`src/rtl/agn_pkg.sv`:
```
// Shared definitions for the AGN sine link (generator and demodulator).
// Holds the receiver state enumeration, the link scaling constants and the
// M-estimate helper so both ends of the link agree on scaling.
package agn_pkg;

  typedef enum logic [1:0] {
    HUNT = 2'd0,
    ACQ  = 2'd1,
    LOCK = 2'd2
  } agn_state_e;

  localparam int unsigned AMP    = 2000;
  localparam int unsigned NP_NOM = 100;
  // K_MUL / 2^K_SH approximates 128 / (2 * AMP).
  localparam int unsigned K_MUL  = 131;
  localparam int unsigned K_SH   = 12;
  localparam int unsigned MAG_W  = 12;
  localparam int unsigned CNT_W  = 8;

  // Rounded, saturated M estimate from a period peak. 12x8 product in 21 bits.
  function automatic logic [7:0] m_estimate(input logic [11:0] pk,
                                            input int unsigned kmul,
                                            input int unsigned ksh);
    logic [20:0] acc;
    logic [20:0] q;
    acc = 21'(pk) * 21'(kmul) + (21'd1 << (ksh - 1));
    q   = acc >> ksh;
    return (q > 21'd255) ? 8'hFF : q[7:0];
  endfunction

endpackage

```
`src/rtl/agn_period_meter.sv`:
```
// Per-period measurement for the AGN demodulator.
// Tracks samples since the last strobe (cnt), S toggles (tg) and the running
// magnitude peak (pk). On a strobe the old values are captured and str_o
// pulses for one clk; when cnt reaches TMO without a strobe tmo_o pulses.
// Ports:
//   clk_i, rst_ni      clock, async active-low reset
//   ce_i               sample enable
//   s_i, co_i, mag_i   sign, period strobe, magnitude sample
//   cap_pk_o           peak of the last complete period
//   cap_cnt_o          sample count of the last complete period
//   cap_tg_o           S toggle count of the last complete period
//   str_o              one-clk pulse after a strobe capture
//   tmo_o              one-clk pulse after a timeout sample
module agn_period_meter
  import agn_pkg::*;
#(
  parameter int unsigned TMO = 255
) (
  input  logic             clk_i,
  input  logic             rst_ni,
  input  logic             ce_i,
  input  logic             s_i,
  input  logic             co_i,
  input  logic [MAG_W-1:0] mag_i,
  output logic [MAG_W-1:0] cap_pk_o,
  output logic [CNT_W-1:0] cap_cnt_o,
  output logic [1:0]       cap_tg_o,
  output logic             str_o,
  output logic             tmo_o
);

  logic [7:0]       cnt_q, cnt_d;
  logic [1:0]       tg_q, tg_d;
  logic [MAG_W-1:0] pk_q, pk_d;
  logic             s_q;
  logic             tmo_d;
  logic [MAG_W-1:0] cap_pk_q;
  logic [7:0]       cap_cnt_q;
  logic [1:0]       cap_tg_q;
  logic             str_q, tmo_q;

  always_comb begin
    cnt_d = (cnt_q == 8'hFF) ? cnt_q : cnt_q + 8'd1;
    // The toggle seen on the strobe sample closes the old period.
    tg_d  = (tg_q == 2'd3 || s_i == s_q) ? tg_q : tg_q + 2'd1;
    pk_d  = (mag_i > pk_q) ? mag_i : pk_q;
    // "Reaching" TMO: a saturated cnt does not re-trigger.
    tmo_d = (({1'b0, cnt_q} + 9'd1) == 9'(TMO));
  end

  always_ff @(posedge clk_i or negedge rst_ni) begin
    if (!rst_ni) begin
      cnt_q     <= '0;
      tg_q      <= '0;
      pk_q      <= '0;
      s_q       <= 1'b0;
      cap_pk_q  <= '0;
      cap_cnt_q <= '0;
      cap_tg_q  <= '0;
      str_q     <= 1'b0;
      tmo_q     <= 1'b0;
    end else begin
      str_q <= 1'b0;
      tmo_q <= 1'b0;
      if (ce_i) begin
        s_q <= s_i;
        if (co_i) begin
          cap_pk_q  <= pk_q;
          cap_cnt_q <= cnt_q;
          cap_tg_q  <= tg_d;
          pk_q      <= mag_i;
          cnt_q     <= 8'd1;
          tg_q      <= '0;
          str_q     <= 1'b1;
        end else begin
          pk_q  <= pk_d;
          cnt_q <= cnt_d;
          tg_q  <= tg_d;
          tmo_q <= tmo_d;
        end
      end
    end
  end

  assign cap_pk_o  = cap_pk_q;
  assign cap_cnt_o = cap_cnt_q;
  assign cap_tg_o  = cap_tg_q;
  assign str_o     = str_q;
  assign tmo_o     = tmo_q;

endmodule

```
`src/rtl/agn_demod_msin.sv`:
```
// AGN rectified-sine demodulator.
// Rebuilds the signed sample from magnitude and sign, recovers M and the
// period length once per period, and tracks lock to the nominal period.
// Ports:
//   clk, rst_n          clock, async active-low reset
//   ce                  sample enable
//   S, CO_SIN, Mmod_SIN sign (1 = positive), period strobe, magnitude
//   sin_out             signed reconstructed sample, 1 clk latency
//   m_est, period       recovered M and last period length
//   m_vld               one-clk pulse when m_est/period/sign_err update
//   sign_err            last period did not have exactly 2 S toggles
//   lock                high while in LOCK
//   lost                one-clk pulse on strobe timeout
module agn_demod_msin #(
  parameter int unsigned NP_NOM = agn_pkg::NP_NOM,
  parameter int unsigned TOL    = 2,
  parameter int unsigned LOCK_N = 2,
  parameter int unsigned TMO    = 255,
  parameter int unsigned K_MUL  = agn_pkg::K_MUL,
  parameter int unsigned K_SH   = agn_pkg::K_SH
) (
  input  logic               clk,
  input  logic               rst_n,
  input  logic               ce,
  input  logic               S,
  input  logic               CO_SIN,
  input  logic [11:0]        Mmod_SIN,
  output logic signed [12:0] sin_out,
  output logic [7:0]         m_est,
  output logic [7:0]         period,
  output logic               m_vld,
  output logic               sign_err,
  output logic               lock,
  output logic               lost
);
  import agn_pkg::*;

  localparam logic [7:0] NOM8 = 8'(NP_NOM);

  logic [11:0] cap_pk;
  logic [7:0]  cap_cnt;
  logic [1:0]  cap_tg;
  logic        cap_str, cap_tmo;

  agn_period_meter #(.TMO(TMO)) u_meter (
    .clk_i     (clk),
    .rst_ni    (rst_n),
    .ce_i      (ce),
    .s_i       (S),
    .co_i      (CO_SIN),
    .mag_i     (Mmod_SIN),
    .cap_pk_o  (cap_pk),
    .cap_cnt_o (cap_cnt),
    .cap_tg_o  (cap_tg),
    .str_o     (cap_str),
    .tmo_o     (cap_tmo)
  );

  agn_state_e         state_q;
  logic [7:0]         good_q;
  logic [8:0]         good_d;
  logic [7:0]         est_d;
  logic [7:0]         dev;
  logic               period_ok;
  logic signed [12:0] sin_q;
  logic [7:0]         m_est_q, period_q;
  logic               m_vld_q, sign_err_q, lock_q, lost_q;

  always_comb begin
    est_d     = m_estimate(cap_pk, K_MUL, K_SH);
    dev       = (cap_cnt >= NOM8) ? cap_cnt - NOM8 : NOM8 - cap_cnt;
    period_ok = ({1'b0, dev} <= 9'(TOL)) && (cap_tg == 2'd2);
    good_d    = {1'b0, good_q} + 9'd1;
  end

  // Capture happened on the strobe edge; decisions and the estimate land here.
  always_ff @(posedge clk or negedge rst_n) begin
    if (!rst_n) begin
      state_q    <= HUNT;
      good_q     <= '0;
      sin_q      <= '0;
      m_est_q    <= '0;
      period_q   <= '0;
      m_vld_q    <= 1'b0;
      sign_err_q <= 1'b0;
      lock_q     <= 1'b0;
      lost_q     <= 1'b0;
    end else begin
      m_vld_q <= 1'b0;
      lost_q  <= 1'b0;
      if (ce) begin
        sin_q <= S ? {1'b0, Mmod_SIN} : 13'd0 - {1'b0, Mmod_SIN};
      end
      if (cap_str) begin
        if (state_q == HUNT) begin
          state_q <= ACQ;
          good_q  <= '0;
        end else begin
          m_vld_q    <= 1'b1;
          m_est_q    <= est_d;
          period_q   <= cap_cnt;
          sign_err_q <= (cap_tg != 2'd2);
          if (!period_ok) begin
            state_q <= ACQ;
            good_q  <= '0;
            lock_q  <= 1'b0;
          end else if (state_q == ACQ) begin
            if (good_d == 9'(LOCK_N)) begin
              state_q <= LOCK;
              good_q  <= '0;
              lock_q  <= 1'b1;
            end else begin
              good_q <= good_d[7:0];
            end
          end
        end
      end else if (cap_tmo && state_q != HUNT) begin
        state_q <= HUNT;
        good_q  <= '0;
        lock_q  <= 1'b0;
        lost_q  <= 1'b1;
      end
    end
  end

  assign sin_out  = sin_q;
  assign m_est    = m_est_q;
  assign period   = period_q;
  assign m_vld    = m_vld_q;
  assign sign_err = sign_err_q;
  assign lock     = lock_q;
  assign lost     = lost_q;

endmodule
```
`config.mk`:
```
export PLATFORM = sky130hd
export DESIGN_NAME = agn_demod_msin
export DESIGN_NICKNAME = d
export VERILOG_FILES = /design/src/rtl/agn_pkg.sv /design/src/rtl/agn_period_meter.sv /design/src/rtl/agn_demod_msin.sv
export SDC_FILE = /design/constraint.sdc
export NUM_CORES = 1
export LEC_CHECK = 0
export BUFFER_PORTS_ARGS = -buffer_cell sky130_fd_sc_hd__buf_2
export CAP_MARGIN = 5
export CORE_MARGIN = 2
export CORE_UTILIZATION = 54
export CTS_CLUSTER_SIZE = 10
export DETAILED_ROUTE_END_ITERATION = 16
export PLACE_DENSITY = 0.76
export SYNTH_ARGS = -nofsm -noshare
export SYNTH_HDL_FRONTEND = slang
export SYNTH_SLANG_ARGS = --single-unit
```
`constraint.sdc`:
```
create_clock -name clk -period 3.3 [get_ports clk]
set_input_delay 0.165 -clock clk [delete_from_list [all_inputs] [get_ports clk]]
set_output_delay 0.165 -clock clk [all_outputs]
set_load 0.02 [all_outputs]
```
==> impl_metrics.tcl, run 1 <==
set metrics [dict create \
    seqPwrFrac_pct 35.9 \
    drt_wl_total_microns 10960 \
    synthAdderAreaFrac_pct 16.79 \
    crit_path_start_kind "flop" \
    syn_nets 668 \
    worstHoldPathCells 2 \
    rsz0062_at_grt "yes" \
    antenna_cells 0 \
    io_pins 50 \
    p_leak_nw 3.112 \
    p_int_w 0.002408 \
    cp_cell_sequence "ha_1, ha_1, ha_1, inv_1, fa_1, inv_2, ha_4, o211ai_1, nand2_1, nand4_1, a311oi_2, buf_4, o21ai_2, xnor2_1, o21ai_1" \
    synth_edf_count 0 \
    dp_hpwl_microns 8069 \
    grt_pass1_wl_microns 19210 \
    gp_congestion 0.8748 \
    drt_pass1_iterations 5 \
    root_buffer "clkbuf_8" \
    die_area_sq_um 11130 \
    die_w_microns 105.5 \
    vias_per_cell 5.509 \
    final_common_cell "dfrtp_1" \
    violations "negative setup slack" \
    outcome "complete, but fails checks" \
    grt_usage_pct 21.24 \
    wl_per_cell_microns 13.94 \
    worst_path_max_delay_cell "fa_1" \
    dp_worst_setup_slack_ps -279.5 \
    finalCriticalPeriod_ps 3393 \
    period_share_pct 102.8 \
    switchingPower_w 0.001471 \
    grt_max_degree 38 \
    clkPwrFrac_pct 18.6 \
    nNetsFinal 733 \
    antenna_found_initial 0 \
    maxCapViolCount 0 \
    slowest_delay_ps 500 \
    synthDistinctLibCells 57 \
    cts_inserted_buffers 9 \
    drc_errors 0 \
    vias 4330 \
    ff2ff_path_depth 15 \
    netlist_instances 580 \
    synthArstFlopShare_pct 100.0 \
    synth_xor_area_share_pct 3.465 \
    final_hold_viol_count 0 \
    worstSetupPathType "reg -> reg" \
    arrival_ps 3640 \
    synth.largest_area_cell "dfrtp_1" \
    antenna_left 0 \
    synth.area.top_cells "dfrtp_1, ha_1, o21ai_0" \
    syn_area_sq_um 5560 \
    fin_area_sq_um 6416 \
    drt-initial-drc-count 149 \
    synth-compound-area-share_pct 14.15 \
    area_delta_synth_final_pct 15.39 \
    setup_viol 6 \
    synth.ff_latch_count 90 \
    die_h_microns 105.5 \
    drv_slew 0 \
    power_w 0.003879 \
    critPathMostFrequentCell "ha_1" \
    final.setup.worst_slack_ps -92.73 \
    cts.sinks 90 \
    yosys_warnings 0 \
    initial_utilization_pct 54.84 \
    fin_skew_ps 7.970 \
    grt_pass1_vias 4284 \
    cts_tree "yes" \
    grt_overflow 0 \
    max_freq_mhz 294.7 \
    mostFrequentLayoutCells "dfrtp_1, nand2_1, ha_1, inv_1, o21ai_0" \
    dp.cells 760 \
    avgSynthCellArea_sq_um 9.587 \
    io_buffers 49 \
    utilization_pct 63.29 \
    cts.reportedPaths.clkPinSlew_ps 90 \
    yosysSeqAreaShare_pct 40.50 \
    clock_latency_ps 370 \
    cp.required_ps 3550 \
    instances_no_fill 786 \
    core.rowCount 37 \
    path_max_fanout 4 \
    crit_path_end_kind "flop" \
    clk_path_buf_depth 2 \
    core_area_sq_um 10140 \
    htreeDepth 3 \
    synth_simple_gate_area_share_pct 14.40 \
    worst_pin_slew_ps 621.2 \
    slew_headroom_pct 58.15 \
    placed_cell_area_sq_um 6036 \
    synth_mux_area_share_pct 5.221 \
    drive_gt1_share_pct 22.77 \
    pwr-share-comb_pct 45.5 \
    synth_top_family_by_area "adder cells" \
    synth_top_area_share_pct 40.50 \
    hp-class "in -> reg" \
    ir_drop_v 0.0003605 \
    synth_ff_type "dfrtp_1" \
    p_per_area_nw_per_um2 604.6 \
    netSwitchingFraction_pct 37.92 \
]
## metal layers
layer  vias up  wire (microns)  GRT usage [%]
met5         -               0              0
met4         0             196          8.762
met3        17             447          3.711
met2        99            5121          34.52
met1      2062            5193          28.16
li1       2152               -              -
## flip-flops by register name (all words and copies together), names as in the netlist, 2 cells and up
register / flops
good_q: 8
m_est: 8
period: 8
sin_out: 13
state_q: 2
u_meter.cap_cnt_o: 8
u_meter.cap_pk_o: 12
u_meter.cap_tg_o: 2
u_meter.cnt_q: 8
u_meter.pk_q: 12
u_meter.tg_q: 2
## area by class of cell
cell class / count / area (sq um)
clock inverters: 5 / 36.28
flip-flops and latches: 90 / 2252
clock buffers: 11 / 151.4
repair buffers: 73 / 434.2
inverters: 61 / 231.5
fillers: 810 / 3722
well taps: 136 / 170.2
multi-input cells: 410 / 3141
## through the flow
step,setup TNS [ps],hold slack (ps)
final,-330.9,73.83
after global placement,-362.1,115.7
after global routing,-1585,83.91
after CTS,-129.0,65.73
after floorplan,0,-130.6
after detailed placement,-1139,119.0
## kinds of logic (layout without fill, tap and decap cells)
logic type	after synthesis	after routing
XOR/XNOR	22	22
buffers and inverters	80	150
flip-flops	90	90
AND/OR/NAND/NOR	162	162
adder cells (fa/ha/maj)	71	71
multiplexers	26	26
AO/OA/AOI/OAI	129	129
## final timing paths
kind                                               endpoint                             start  slack [ps]
min reg2reg                            m_est[0]$_DFFE_PN0P_              m_est[0]$_DFFE_PN0P_         480
max in group asynchronous  u_meter.cap_cnt_o[0]$_DFFE_PN0P_                             rst_n        2220
max reg2reg                            m_est[5]$_DFFE_PN0P_  u_meter.cap_pk_o[10]$_DFFE_PN0P_         -90
max                                    m_est[5]$_DFFE_PN0P_  u_meter.cap_pk_o[10]$_DFFE_PN0P_         -90
min in group asynchronous              m_est[6]$_DFFE_PN0P_                             rst_n         260
min                             u_meter.tg_q[1]$_DFFE_PN0P_                            CO_SIN          70
## synthesized netlist by cell type, types with 2 or more instances
master / number
a21o_1: 6
xnor2_1: 18
nand3_1: 10
nand2_1: 60
mux2i_1: 2
o221ai_1: 2
inv_1: 60
or2_2: 2
o21ai_1: 2
nor4_1: 4
ha_1: 65
nand4_1: 7
o21a_1: 4
nor2_1: 33
a211oi_1: 4
fa_1: 6
o21ai_0: 55
a31oi_1: 6
clkbuf_2: 2
dfrtp_1: 90
a21oi_1: 27
nand2b_1: 6
clkbuf_1: 16
o31ai_1: 3
a311oi_1: 2
o211ai_1: 3
nor3_1: 7
mux2_2: 24
or4_1: 3
and3_1: 10
xor2_1: 4
o22ai_1: 2
a31o_2: 2
nor2b_1: 7
a22o_1: 4
## power by group through the flow
stage               Sequential (W)  Combinational, W  Clock, W
floorplan                  0.00147           0.00103         0
global placement           0.00140           0.00145         0
detailed placement         0.00142           0.00154         0
CTS                        0.00140           0.00169  0.000733
global route               0.00142           0.00198  0.000778
finish                     0.00139           0.00176  0.000722
## timing repair
item                       in CTS  in global routing
hold endpoints to repair       30                  0
buffers inserted                5                  4
pin swaps                      21                  1
setup endpoints to repair       6                  7
hold buffers                    1                  0
gates resized for setup        18                  7
## worst max-delay path, delay by kind of cell, from the launching register on
kind | cells | cell delay, ps
AOI/OAI and AO/OA | 4 | 560
xor gates and xnor gates | 1 | 130
adders and majority gates | 5 | 1630
buffers and inverters | 3 | 270
DFF | 1 | 430
and+or+nand+nor | 2 | 260
(Power assumes the default switching activity.)
==> run 2, diff against run 1 <==
--- a/config.mk
+++ b/config.mk
@@ -11,7 +11,7 @@
 export CORE_UTILIZATION = 54
 export CTS_CLUSTER_SIZE = 10
 export DETAILED_ROUTE_END_ITERATION = 16
-export PLACE_DENSITY = 0.76
+export PLACE_DENSITY_LB_ADDON = 0.05
 export SYNTH_ARGS = -nofsm -noshare
 export SYNTH_HDL_FRONTEND = slang
 export SYNTH_SLANG_ARGS = --single-unit
==> run 2 against run 1 <==
  * The flow still finishes with violations (negative setup slack)
  * Global-route usage up 0.087 points
  * Worst setup slack worse by 52 ps
  * Power up 6.5%
  * Critical path depth unchanged
  * Sequential share of layout area down 0.47 points
  * Via count down 2.2%
  * Clock power up 32%
  * Wire length up 1.7%
  * Final cell count up 0.13%
  * Register-to-register slack worse by 50 ps
==> impl_metrics.tcl, run 2 (synthesis results as in run 1) <==
set metrics [dict create \
    arrival_ps 3730 \
    gp_congestion 0.8630 \
    area_delta_synth_final_pct 16.94 \
    dp.cells 763 \
    drc_errors 0 \
    clk_path_buf_depth 2 \
    pwr-share-comb_pct 43.1 \
    drt-initial-drc-count 133 \
    die_h_microns 105.5 \
    setup_viol 5 \
    core_area_sq_um 10140 \
    instances_no_fill 787 \
    largest_reg_flops 13 \
    violations "negative setup slack" \
    cts_inserted_buffers 9 \
    netSwitchingFraction_pct 35.59 \
    finalCriticalPeriod_ps 3445 \
    wl_per_cell_microns 14.16 \
    max_freq_mhz 290.3 \
    clkPwrFrac_pct 23.1 \
    final_common_cell "dfrtp_1" \
    worst_path_max_delay_cell "fa_1" \
    grt_overflow 0 \
    die_area_sq_um 11130 \
    drv_slew 0 \
    drt_pass1_iterations 4 \
    final_hold_viol_count 0 \
    maxCapViolCount 0 \
    crit_path_end_kind "flop" \
    nNetsFinal 734 \
    hp-class "in -> reg" \
    period_share_pct 104.4 \
    critPathMostFrequentCell "ha_1" \
    cts.sinks 90 \
    r2r-end "m_est[4]$_DFFE_PN0P_" \
    worstHoldStart "CO_SIN" \
    io_pins 50 \
    p_leak_nw 3.168 \
    whs_ps 86.51 \
    antenna_cells 0 \
    ir_drop_v 0.0003203 \
    timing.rr.start "u_meter.cap_pk_o[9]$_DFFE_PN0P_" \
    final.fill_count 852 \
    die_w_microns 105.5 \
    slew_headroom_pct 42.88 \
    utilization_pct 64.14 \
    worstHoldPathCells 2 \
    grt_max_degree 68 \
    core.rowCount 37 \
    initial_utilization_pct 54.84 \
    dp_hpwl_microns 8309 \
    drive_gt1_share_pct 22.73 \
    vias_per_cell 5.381 \
    io_buffers 49 \
    crit_path_start_kind "flop" \
    antenna_found_initial 0 \
    drt_wl_total_microns 11150 \
    vias 4235 \
    cp.required_ps 3590 \
    seqPwrFrac_pct 33.8 \
    clock_latency_ps 360 \
    switchingPower_w 0.001471 \
    grt_pass1_wl_microns 19180 \
    mostFrequentLayoutCells "dfrtp_1, nand2_1, ha_1, inv_1, o21ai_0" \
    worst_pin_slew_ps 856.8 \
    antenna_left 0 \
    cts_tree "yes" \
    fin_skew_ps 9.985 \
    rsz0062_at_grt "yes" \
    grt_pass1_vias 4125 \
    htreeDepth 3 \
    slowest_delay_ps 490 \
    cts.reportedPaths.clkPinSlew_ps 90 \
    outcome "complete, but fails checks" \
    p_int_w 0.002661 \
    p_per_area_nw_per_um2 635.4 \
    cp_cell_sequence "ha_1, ha_1, ha_1, inv_1, fa_1, inv_2, ha_4, o211ai_1, nand2_1, nand4_1, a311oi_4, buf_4, nor2_2, xor2_1, o21ai_1" \
    hold_end "u_meter.tg_q[1]$_DFFE_PN0P_" \
    final.setup.worst_slack_ps -144.7 \
    grt_usage_pct 21.33 \
    path_max_fanout 4 \
    worstSetupPathType "reg -> reg" \
    ff2ff_path_depth 15 \
    rrSetupSlack_ps -140 \
    root_buffer "clkbuf_8" \
]
run 2: cell count changes in the layout (fill, tap and decap cells not counted), sizes merged:
cell | previous run | this run
bufinv | 0 | 3
clkinvlp | 3 | 0
buf | 72 | 73
run 2: worst max path at each step:
stage | cells after the start | slack, ps | start | end
floorplan | 16 | 20 | u_meter.cap_pk_o[10]$_DFFE_PN0P_ | m_est[5]$_DFFE_PN0P_
global placement | 17 | -70 | u_meter.cap_pk_o[10]$_DFFE_PN0P_ | m_est[4]$_DFFE_PN0P_
detailed placement | 17 | -170 | u_meter.cap_pk_o[10]$_DFFE_PN0P_ | m_est[4]$_DFFE_PN0P_
CTS | 17 | -70 | u_meter.cap_pk_o[10]$_DFFE_PN0P_ | m_est[4]$_DFFE_PN0P_
global route | 15 | -320 | u_meter.cap_pk_o[9]$_DFFE_PN0P_ | m_est[4]$_DFFE_PN0P_
finish | 15 | -140 | u_meter.cap_pk_o[9]$_DFFE_PN0P_ | m_est[4]$_DFFE_PN0P_
run 2: area by class of cell:
cell class                 count  area, sq um  share of cell area [%]
tap                          136        170.2                   2.617
multi-input combinational    410         3154                   48.51
clock inverter                 5        107.6                   1.655
inverter                      61        229.0                   3.521
sequential                    90         2252                   34.64
clock buffer                  11        151.4                   2.328
timing repair buffer          74        437.9                   6.735
run 2: repair_timing:
item                       4_1_cts  5_1_grt
gates cloned                     0        0
hold endpoints to repair        65        0
hold buffers                     1        0
gates resized for setup         10       12
setup endpoints to repair        6        7
pin swaps                       18       12
buffers inserted                 4        3
run 2: routing by layer:
layer / share of wire, % / global-route usage (%) / vias to the layer above
met5: 0 / 0 / -
li1: - / - / 2139
met2: 48 / 34.19 / 67
met4: 1.1 / 6.000 / 0
met1: 48 / 30.05 / 2017
met3: 2.7 / 3.401 / 12
run 2: worst max-delay path: cells and delay by family, from the launching register on:
family          cells  cell delay (ps)
xor+xnor            1              130
compound gates      3              620
buf+inv             3              280
flops               1              420
simple gates        3              310
fa+ha+maj           5             1620
run 2: power groups by stage:
stage / combinational [W] / sequential, W / clock (W)
3_5_place_dp: 0.00155 / 0.00142 / 0
5_1_grt: 0.00202 / 0.00142 / 0.00102
6_report: 0.00178 / 0.00140 / 0.000954
4_1_cts: 0.00168 / 0.00139 / 0.000981
3_3_place_gp: 0.00149 / 0.00141 / 0
2_1_floorplan: 0.00103 / 0.00147 / 0
run 2: stage by stage:
step / setup WS (ps) / total power, W / setup TNS, ps / cell area (sq um)
after CTS: -66.02 / 0.004051 / -191.5 / 6385
after global routing: -318.3 / 0.004456 / -1657 / 6502
after floorplan: 17.54 / 0.002499 / 0 / 5584
after detailed placement: -166.9 / 0.002965 / -732.0 / 6058
after global placement: -73.71 / 0.002897 / -215.7 / 6058
final: -144.7 / 0.004132 / -402.6 / 6502
==> run 3, diff against run 2 <==
--- a/config.mk
+++ b/config.mk
@@ -8,7 +8,8 @@
 export BUFFER_PORTS_ARGS = -buffer_cell sky130_fd_sc_hd__buf_2
 export CAP_MARGIN = 5
 export CORE_MARGIN = 2
-export CORE_UTILIZATION = 54
+export CORE_UTILIZATION = 60
+export CTS_BUF_LIST = sky130_fd_sc_hd__clkbuf_8 sky130_fd_sc_hd__clkbuf_16
 export CTS_CLUSTER_SIZE = 10
 export DETAILED_ROUTE_END_ITERATION = 16
 export PLACE_DENSITY_LB_ADDON = 0.05
==> constraint.sdc (replaced) <==
create_clock -name clk -period 3.7 [get_ports clk]
set_input_delay 0.185 -clock clk [delete_from_list [all_inputs] [get_ports clk]]
set_output_delay 0.185 -clock clk [all_outputs]
set_load 0.02 [all_outputs]
==> run 3 against run 2 <==
  * The run now ends clean
  * Cell area down 5.7%
  * Hold slack better by 34 ps
  * Register-to-register slack better by 310 ps
  * Clock skew down 3.5 ps
  * Worst setup slack better by 310 ps
  * Sequential power down 11%
==> impl_metrics.tcl, run 3 (synthesis results as in run 1) <==
set metrics [dict create \
    gp_congestion 0.8386 \
    drt_wl_total_microns 10770 \
    die_h_microns 100.3 \
    io_buffers 49 \
    clock_latency_ps 340 \
    vias 4173 \
    crit_path_end_kind "flop" \
    cts_inserted_buffers 9 \
    drt-initial-drc-count 159 \
    power_w 0.003204 \
    critPathMostFrequentCell "inv_1" \
    path_max_fanout 4 \
    finalCriticalPeriod_ps 3539 \
    busiest_layer "met2" \
    setup_viol 0 \
    p_leak_nw 3.050 \
    arrival_ps 3800 \
    largest_reg_flops 13 \
    worstHoldStart "Mmod_SIN[0]" \
    cts_tree "yes" \
    htreeDepth 3 \
    drc_errors 0 \
    grtUsageMet3_pct 3.482 \
    cts.sinks 90 \
    io_pins 50 \
    initial_utilization_pct 61.04 \
    use_met1_pct 31.69 \
    mostFrequentLayoutCells "dfrtp_1, inv_1, ha_1, nand2_1, o21ai_0" \
    drt_pass1_iterations 4 \
    rrSetupSlack_ps 160 \
    grt_usage_pct 22.80 \
    crit_path_start_kind "flop" \
    drv_slew 0 \
    wl_per_cell_microns 14.52 \
    worstSetupPathType "reg -> reg" \
    final_common_cell "dfrtp_1" \
    grt_max_degree 59 \
    final_hold_viol_count 0 \
    die_w_microns 100.3 \
    area_delta_synth_final_pct 10.31 \
    antenna_left 0 \
    cp.required_ps 3960 \
    ff2ff_path_depth 17 \
    ir_drop_v 0.0002540 \
    root_buffer "clkbuf_8" \
    clk_path_buf_depth 2 \
    dp_hpwl_microns 7966 \
    drive_gt1_share_pct 17.12 \
    met2_usage_pct 37.48 \
    final.setup.worst_slack_ps 160.7 \
    vias_per_cell 5.624 \
    grt_overflow 0 \
    fin_skew_ps 6.520 \
    core.rowCount 35 \
    max_freq_mhz 282.5 \
    p_per_area_nw_per_um2 522.4 \
    die_area_sq_um 10050 \
    period_share_pct 95.66 \
    hp-class "in -> reg" \
    slew_headroom_pct 36.78 \
    cp_cell_sequence "inv_1, ha_1, inv_1, ha_1, ha_1, inv_1, fa_1, inv_1, ha_4, o211ai_1, nand2_1, nand4_1, a311oi_2, buf_4, nor2_1, xor2_1, o21ai_0" \
    hold_end "u_meter.pk_q[0]$_DFFE_PN0P_" \
    core_area_sq_um 9109 \
    worst_pin_slew_ps 946.0 \
    grt_pass1_wl_microns 18550 \
    grt_pass1_vias 4113 \
    antenna_found_initial 0 \
    dp_worst_setup_slack_ps 78.68 \
    r2r-end "m_est[4]$_DFFE_PN0P_" \
    outcome "finished, final reports clean" \
    slowest_delay_ps 540 \
    cts.reportedPaths.clkPinSlew_ps 90 \
    timing.rr.start "u_meter.cap_pk_o[10]$_DFFE_PN0P_" \
    worstHoldPathCells 2 \
    maxCapViolCount 0 \
    antenna_cells 0 \
    worst_path_max_delay_cell "fa_1" \
    nNetsFinal 715 \
]
## run 3: changes by cell type in the layout (fill, tap and decap cells not counted), moves of 2 or more
cell       before  now
buf_4          25    6
ha_1           57   64
bufinv_16       3    1
inv_1          55   64
inv_2           5    0
clkbuf_8       11    9
ha_4            8    1
## run 3: worst max-delay path by stage
stage / from / to
detailed placement: u_meter.cap_pk_o[10]$_DFFE_PN0P_ / m_est[5]$_DFFE_PN0P_
global route: u_meter.cap_pk_o[10]$_DFFE_PN0P_ / m_est[4]$_DFFE_PN0P_
finish: u_meter.cap_pk_o[10]$_DFFE_PN0P_ / m_est[4]$_DFFE_PN0P_
floorplan: u_meter.cap_pk_o[10]$_DFFE_PN0P_ / m_est[5]$_DFFE_PN0P_
CTS: u_meter.cap_pk_o[10]$_DFFE_PN0P_ / m_est[5]$_DFFE_PN0P_
global placement: u_meter.cap_pk_o[10]$_DFFE_PN0P_ / m_est[5]$_DFFE_PN0P_
## run 3: area by class of cell
cell class	instances	area (sq um)
Multi-Input combinational cell	410	3040
Sequential cell	90	2252
Tap cell	111	138.9
Fill cell	724	2975
Inverter	61	229.0
Clock buffer	9	123.9
Timing Repair Buffer	55	295.3
Clock inverter	6	53.80
## run 3: what timing repair did
| action | in CTS | in global routing |
|---|---|---|
| setup buffers | 0 | 1 |
| setup endpoints to repair | 0 | 6 |
| hold endpoints to repair | 57 | 0 |
| hold buffers | 1 | 0 |
| resized for setup | 0 | 9 |
## run 3: critical path: cells and delay by family (launching register included)
kind / cells / cell delay, ps
compound gates: 3 / 560
xor+xnor: 1 / 140
fa+ha+maj: 5 / 1650
buf+inv: 5 / 430
flops: 1 / 400
simple gates: 3 / 290
## run 3: routing by layer
layer | share of wire (%) | up-vias
li1 | - | 2104
met1 | 49 | 2000
met2 | 48 | 60
met3 | 2.5 | 9
met4 | 0.84 | 0
met5 | 0 | -
## run 3: metrics by stage
| stage | area (sq um) | TNS, ps | cells | utilization [%] | hold slack [ps] |
|---|---|---|---|---|---|
| 4_1_cts | 6093 | 0 | 741 | 66.90 | 105.8 |
| 6_report | 6133 | 0 | 742 | 67.34 | 120.2 |
| 5_1_grt | 6133 | -123.6 | 742 | 67.34 | 109.4 |
| 3_3_place_gp | 5906 | 0 | 725 | 64.84 | 300.4 |
| 2_1_floorplan | 5560 | 0 | 580 | - | -110.6 |
| 3_5_place_dp | 5906 | 0 | 725 | 64.84 | 294.1 |
## run 3: where the power goes
part	internal [W]	switching (W)
Sequential	0.00113	0.000113
Clock	0.000301	0.000327
Combinational	0.000580	0.000751
Total	0.00201	0.00119
